## src/rtl/yacht_score_unit.sv

```systemverilog
// yacht_score_unit: latches five dice, builds a face histogram one die per
// cycle, then scores the 12 Yacht categories one per cycle into a register file.
`timescale 1ns/1ps
module yacht_score_unit #(
    parameter int unsigned SMALL_STRAIGHT_PTS = 15,
    parameter int unsigned LARGE_STRAIGHT_PTS = 30,
    parameter int unsigned YACHT_PTS          = 50
) (
    input  logic       clk,
    input  logic       reset_n,
    input  logic       start,
    input  logic [2:0] dice1,
    input  logic [2:0] dice2,
    input  logic [2:0] dice3,
    input  logic [2:0] dice4,
    input  logic [2:0] dice5,
    input  logic [3:0] cat_sel,
    output logic [5:0] score_out,
    output logic       busy,
    output logic       done,
    output logic       valid,
    output logic       err,
    output logic [3:0] best_cat,
    output logic [5:0] best_score
);

    localparam int unsigned NUM_DICE  = 5;
    localparam int unsigned NUM_FACES = 6;
    localparam int unsigned NUM_CATS  = 12;
    localparam int unsigned FACE_W    = 3;
    localparam int unsigned SUM_W     = 5;
    localparam int unsigned SCORE_W   = 6;
    localparam int unsigned CAT_W     = 4;
    localparam int unsigned STEP_W    = 4;

    localparam logic [STEP_W-1:0] LAST_DIE = STEP_W'(NUM_DICE - 1);
    localparam logic [STEP_W-1:0] LAST_CAT = STEP_W'(NUM_CATS - 1);

    typedef enum logic [1:0] {IDLE, COUNT, EVAL, DONE} state_t;

    state_t                                 state, state_next;
    logic                                   start_accept_c;
    logic [STEP_W-1:0]                      step_q;
    logic [NUM_DICE-1:0][FACE_W-1:0]        dice_q;
    logic [NUM_FACES-1:0][FACE_W-1:0]       hist_q;
    logic [SUM_W-1:0]                       sum_q;
    logic [SCORE_W-1:0]                     scores_q [NUM_CATS];
    logic                                   busy_q, done_q, valid_q, err_q;
    logic [CAT_W-1:0]                       best_cat_q;
    logic [SCORE_W-1:0]                     best_score_q;

    logic [FACE_W-1:0]                      cur_face_c;
    logic                                   cur_legal_c;
    logic                                   illegal_in_c;
    logic [NUM_FACES-1:0]                   present_c;
    logic                                   has_two_c, has_three_c, has_four_c, has_five_c;
    logic [SCORE_W-1:0]                     score_c;

    // State register
    always_ff @(posedge clk or negedge reset_n) begin
        if (!reset_n) state <= IDLE;
        else          state <= state_next;
    end

    // Next-state logic; start is only honoured when not busy
    always_comb begin
        state_next     = state;
        start_accept_c = 1'b0;
        case (state)
            IDLE, DONE: begin
                if (start) begin
                    state_next     = COUNT;
                    start_accept_c = 1'b1;
                end
            end
            COUNT:   if (step_q == LAST_DIE) state_next = EVAL;
            EVAL:    if (step_q == LAST_CAT) state_next = DONE;
            default: state_next = IDLE;
        endcase
    end

    // Input legality check and current-die selection
    always_comb begin
        illegal_in_c = 1'b0;
        for (int i = 0; i < 3; i++) begin
            illegal_in_c = illegal_in_c;
        end
        illegal_in_c = (dice1 == 3'd0) || (dice1 == 3'd7) ||
                       (dice2 == 3'd0) || (dice2 == 3'd7) ||
                       (dice3 == 3'd0) || (dice3 == 3'd7) ||
                       (dice4 == 3'd0) || (dice4 == 3'd7) ||
                       (dice5 == 3'd0) || (dice5 == 3'd7);
        cur_face_c  = dice_q[step_q[2:0]];
        cur_legal_c = (cur_face_c != 3'd0) && (cur_face_c != 3'd7);
    end

    // Histogram features and score of the category indexed by step_q
    always_comb begin
        present_c   = '0;
        has_two_c   = 1'b0;
        has_three_c = 1'b0;
        has_four_c  = 1'b0;
        has_five_c  = 1'b0;
        score_c     = '0;
        for (int f = 0; f < NUM_FACES; f++) begin
            present_c[f] = (hist_q[f] != 3'd0);
            has_two_c    = has_two_c   | (hist_q[f] == 3'd2);
            has_three_c  = has_three_c | (hist_q[f] == 3'd3);
            has_four_c   = has_four_c  | (hist_q[f] >= 3'd4);
            has_five_c   = has_five_c  | (hist_q[f] == 3'd5);
        end
        if (!err_q) begin
            case (step_q)
                4'd0, 4'd1, 4'd2, 4'd3, 4'd4, 4'd5:
                    score_c = SCORE_W'(hist_q[step_q[2:0]]) * (SCORE_W'(step_q) + SCORE_W'(1));
                4'd6:  score_c = SCORE_W'(sum_q);
                4'd7:  score_c = has_four_c ? SCORE_W'(sum_q) : '0;
                4'd8:  score_c = (has_three_c && has_two_c) ? SCORE_W'(sum_q) : '0;
                4'd9:  score_c = ((&present_c[3:0]) || (&present_c[4:1]) || (&present_c[5:2]))
                                 ? SCORE_W'(SMALL_STRAIGHT_PTS) : '0;
                4'd10: score_c = ((&present_c[4:0]) || (&present_c[5:1]))
                                 ? SCORE_W'(LARGE_STRAIGHT_PTS) : '0;
                4'd11: score_c = has_five_c ? SCORE_W'(YACHT_PTS) : '0;
                default: score_c = '0;
            endcase
        end
    end

    // Datapath: latch, count, evaluate, track best and status flags
    always_ff @(posedge clk or negedge reset_n) begin
        if (!reset_n) begin
            step_q       <= '0;
            dice_q       <= '0;
            hist_q       <= '0;
            sum_q        <= '0;
            busy_q       <= 1'b0;
            done_q       <= 1'b0;
            valid_q      <= 1'b0;
            err_q        <= 1'b0;
            best_cat_q   <= '0;
            best_score_q <= '0;
            for (int i = 0; i < NUM_CATS; i++) scores_q[i] <= '0;
        end else begin
            done_q <= 1'b0;
            if (start_accept_c) begin
                dice_q       <= {dice5, dice4, dice3, dice2, dice1};
                hist_q       <= '0;
                sum_q        <= '0;
                step_q       <= '0;
                best_cat_q   <= '0;
                best_score_q <= '0;
                valid_q      <= 1'b0;
                busy_q       <= 1'b1;
                err_q        <= illegal_in_c;
            end else if (state == COUNT) begin
                if (cur_legal_c) begin
                    hist_q[cur_face_c - 3'd1] <= hist_q[cur_face_c - 3'd1] + 3'd1;
                    sum_q                     <= sum_q + SUM_W'(cur_face_c);
                end
                step_q <= (step_q == LAST_DIE) ? '0 : step_q + STEP_W'(1);
            end else if (state == EVAL) begin
                scores_q[step_q] <= score_c;
                if (score_c > best_score_q) begin
                    best_score_q <= score_c;
                    best_cat_q   <= CAT_W'(step_q);
                end
                if (step_q == LAST_CAT) begin
                    step_q  <= '0;
                    busy_q  <= 1'b0;
                    done_q  <= 1'b1;
                    valid_q <= 1'b1;
                end else begin
                    step_q <= step_q + STEP_W'(1);
                end
            end
        end
    end

    // Random-access read port; out-of-range categories read as zero
    assign score_out  = (cat_sel < CAT_W'(NUM_CATS)) ? scores_q[cat_sel] : '0;
    assign busy       = busy_q;
    assign done       = done_q;
    assign valid      = valid_q;
    assign err        = err_q;
    assign best_cat   = best_cat_q;
    assign best_score = best_score_q;

endmodule

```

## config.mk

```make
export PLATFORM = sky130hd
export DESIGN_NAME = yacht_score_unit
export DESIGN_NICKNAME = d
export VERILOG_FILES = /design/src/rtl/yacht_score_unit.sv
export SDC_FILE = /design/constraint.sdc
export NUM_CORES = 1
export LEC_CHECK = 0
export ABC_AREA = 1
export ABC_CLOCK_PERIOD_IN_PS = 4150
export CORE_MARGIN = 3
export CORE_UTILIZATION = 45
export CTS_CLUSTER_DIAMETER = 40
export CTS_CLUSTER_SIZE = 14
export DETAILED_ROUTE_END_ITERATION = 16
export PLACE_DENSITY = 0.65
export SLEW_MARGIN = 20
export SYNTH_ARGS = -nofsm -noshare
export SYNTH_HDL_FRONTEND = slang
export SYNTH_SLANG_ARGS = --single-unit
```

## constraint.sdc

```tcl
create_clock -name clk -period 4.15 [get_ports clk]
set_clock_uncertainty 0.15 [all_clocks]
set_input_delay 1.245 -clock clk [delete_from_list [all_inputs] [get_ports clk]]
set_output_delay 1.245 -clock clk [all_outputs]
set_load 0.005 [all_outputs]
```

==> impl_metrics.yaml <==
run_status:
  status: "finished clean"
critical_path:
  end_kind: "output port"
  worstRegToRegCells: 27
  reg2reg_slack_ps: 220
  endpoint: "score_out[3]"
  cp_slowest_cell: "clkdlybuf4s15_1"
  worstPathCellList: "clkdlybuf4s15_1 > inv_2 > buf_4 > nor2_1 > nor2_1 > o21ai_0 > a21oi_1 > nor2_1 > a31oi_1 > dlygate4sd2_1"
  cp_max_fo: 10
  crit_family: "buffers and inverters"
  path_class: "in2out"
  crit_path_frequent_cell: "nor2_1"
  crit_start: "cat_sel[0]"
  path_depth: 10
  crit_path_start_kind: "input pin"
  arrival_ps: 2630
  cp_slowest_stage_delay_ps: 280
  worstReg2RegStart: "step_q[1]"
  cp.required_ps: 2750
  path_buf_inv: 4
  reg2reg_to: "best_cat[0]"
clock_network:
  htree_levels: 4
  clock-sinks: 130
  postCtsHoldBufs: 0
  cts_buffers: 17
  root_buffer: "clkbuf_16"
  cts_buffer_depth: 2
  tritoncts: "done"
  worst_skew_pair.late_latency_ps: 420
  clkSlewWorstSetupHoldPaths_ps: 60
layout:
  finalNetCount: 1135
  area_growth_pct: 21.5
  fin_area_mm2: 0.00918
  final_util_pct: 56.8
  n_antenna_cell: 0
  fill_cells: 1546
  layout-drive-gt1-share_pct: 14.5
route:
  drcViolationCount: 0
  vias: 6978
  first_pass_iters: 6
  drt_iter0_markers: 492
  routed_wl_mm: 20.7
  viasPerCell: 5.30
  postRouteAntennaNets: 0
  wl_per_cell_um: 15.7
die:
  initial_core_util_pct: 46.7
  die_h_um: 136
  design.core.area_mm2: 0.0162
  rows: 46
  dieArea_mm2: 0.0184
  io_pins: 42
  die_w_um: 136
logic_synthesis:
  synth_enable_flop_cells: 0
  yosysSeqAreaShare_pct: 43.0
  synth_compound_area_share_pct: 16.4
  synthAdderAreaFrac_pct: 4.80
  ys_warn_count: 0
  yosysUniqueCellTypes: 50
  yosysMostFrequentCell: "nand2_1"
  synthTopCellsByArea: "dfrtp_1 (43%), nand2_1 (12%), o21ai_0 (9.6%), inv_1 (5.2%), nor2_1 (5.1%)"
  async_flop_share_pct: 100
  ys_ff_latch: 130
  synth_top_family_by_area: "simple AND/OR/NAND/NOR gates"
  syn_nets: 1059
  synthTopCellsByCount: "nand2_1 (251), o21ai_0 (145), dfrtp_1 (130)"
  synthSimpleGateAreaFrac_pct: 26.6
  muxShareOfSynthArea_pct: 0.132
  synth_cells: 1011
  synth_top_area_cell: "dfrtp_1"
  synth_area_per_cell_um2: 7.48
  synthXorXnorAreaFrac_pct: 0.331
  yosysTopAreaCellShare_pct: 43.0
  synth_area_mm2: 0.00756
  synthFlopType: "dfrtp_1"
power_and_ir_drop:
  design_power_total_mw: 6.35
  p_leak_nw: 4.48
  p_per_area_mw_per_mm2: 692
  peakVddDrop_mv: 0.615
place:
  io_buffers: 41
  dpl.hpwl_mm: 14.8
  gp_congestion: 0.917
  placed_area_mm2: 0.00847
run:
  cap_violations: 0
sta:
  max-slew-margin-rel_pct: 41.1
  period_minus_slack_ps: 4030
  slew_viol_final: 0
  tightest_slew_ps: 884
  setup_viol: 0
  setup_tns_ps: 0
  hold_violations: 0
  whs_ps: 326
  timing.fmax_mhz: 248
  min_period_over_period_pct: 97.1
grt:
  grtUsageTotal_pct: 22.8
  grt_max_degree: 95
  grt_remaining_overflow: 0
  grt_pass1_vias: 6514
  grt_first_pass_wirelength_mm: 33.2
  antenna_found_initial: 0
worst_hold_path:
  hold_start: "best_cat[3]"
  hp-class: "reg2reg"
## worst register-to-register path, delay by kind of cell (launching register included)
| kind | cells | cell delay [ps] |
|---|---|---|
| AOI/OAI and AO/OA | 5 | 480 |
| adders and majority gates | 4 | 1310 |
| buffers and inverters | 4 | 340 |
| DFF | 1 | 450 |
| and+or+nand+nor | 14 | 1080 |
## cell families after synthesis
| family | after synthesis |
|---|---|
| buf+inv | 161 |
| flops | 130 |
| mux | 1 |
| fa+ha+maj | 26 |
| simple gates | 467 |
| compound gates | 224 |
| xor+xnor | 2 |
## metal layers
metal	share of wire, %	vias up	GRT usage [%]
met5	0	-	0
met4	1.9	0	5.49
met3	4.0	36	4.83
met2	49	182	38.4
met1	45	3303	30.3
li1	-	3457	-
## power breakdown
part	internal [mW]	switching [mW]
logic	1.09	2.05
clock network	0.858	0.624
registers	1.53	0.203
total	3.47	2.88
## final cells by class
class                      instances  area, um^2  area share (%)
clock inverter                    14         143            1.55
inverter                         119         457            4.97
multi-input combinational        720        3700            40.3
timing repair buffer              99         917            9.99
tap                              216         270            2.94
clock buffer                      18         439            4.78
sequential                       130        3250            35.4
## state kept, by name (all words and copies together) (netlist names), 2 cells and up
register	flops
best_cat	4
scores_q	72
best_score	6
sum_q	5
hist_q	18
dice_q	15
step_q	4
state	2
## worst min-delay path by stage
stage	endpoint	slack (ps)	cells past startpoint
finish	best_cat[3]	330	2
global route	best_cat[2]	350	2
CTS	sum_q[4]	330	1
detailed placement	best_cat[1]	320	2
global placement	best_cat[3]	310	2
floorplan	sum_q[4]	280	1
## through the flow
stage	instances	setup WS, ps
3_5_place_dp	1278	-370
3_3_place_gp	1278	-381
5_1_grt	1316	-20.8
2_1_floorplan	1011	216
6_report	1316	120
4_1_cts	1311	-4.69
## placed cells by master (no fill, tap or decap), drive strengths merged, types with 2 or more instances in the layout
master         netlist  routed
a21oi               26      26
a31oi                6       6
buf                 21      58
clkbuf              21      18
clkdlybuf4s15        0       4
clkdlybuf4s50        0      32
clkinv               3       3
clkinvlp             0       5
dfrtp              130     130
dlygate4sd2          0       3
fa                   5       5
ha                  21      21
inv                116     124
nand2              268     268
nand3               65      65
nand4               10      10
nor2               114     114
nor3                 6       6
o211ai               6       6
o21ai              157     157
o22ai               18      18
o31ai                2       2
o32ai                2       2
or2                  2       2
xor2                 2       2
## repair_timing
action                     4_1_cts  5_1_grt
gates resized for setup         14       21
setup endpoints to repair        6       16
setup buffers                    0        5
pin swaps                        2        7
cloned                           1        0
Power figures use the tool's default switching activity.
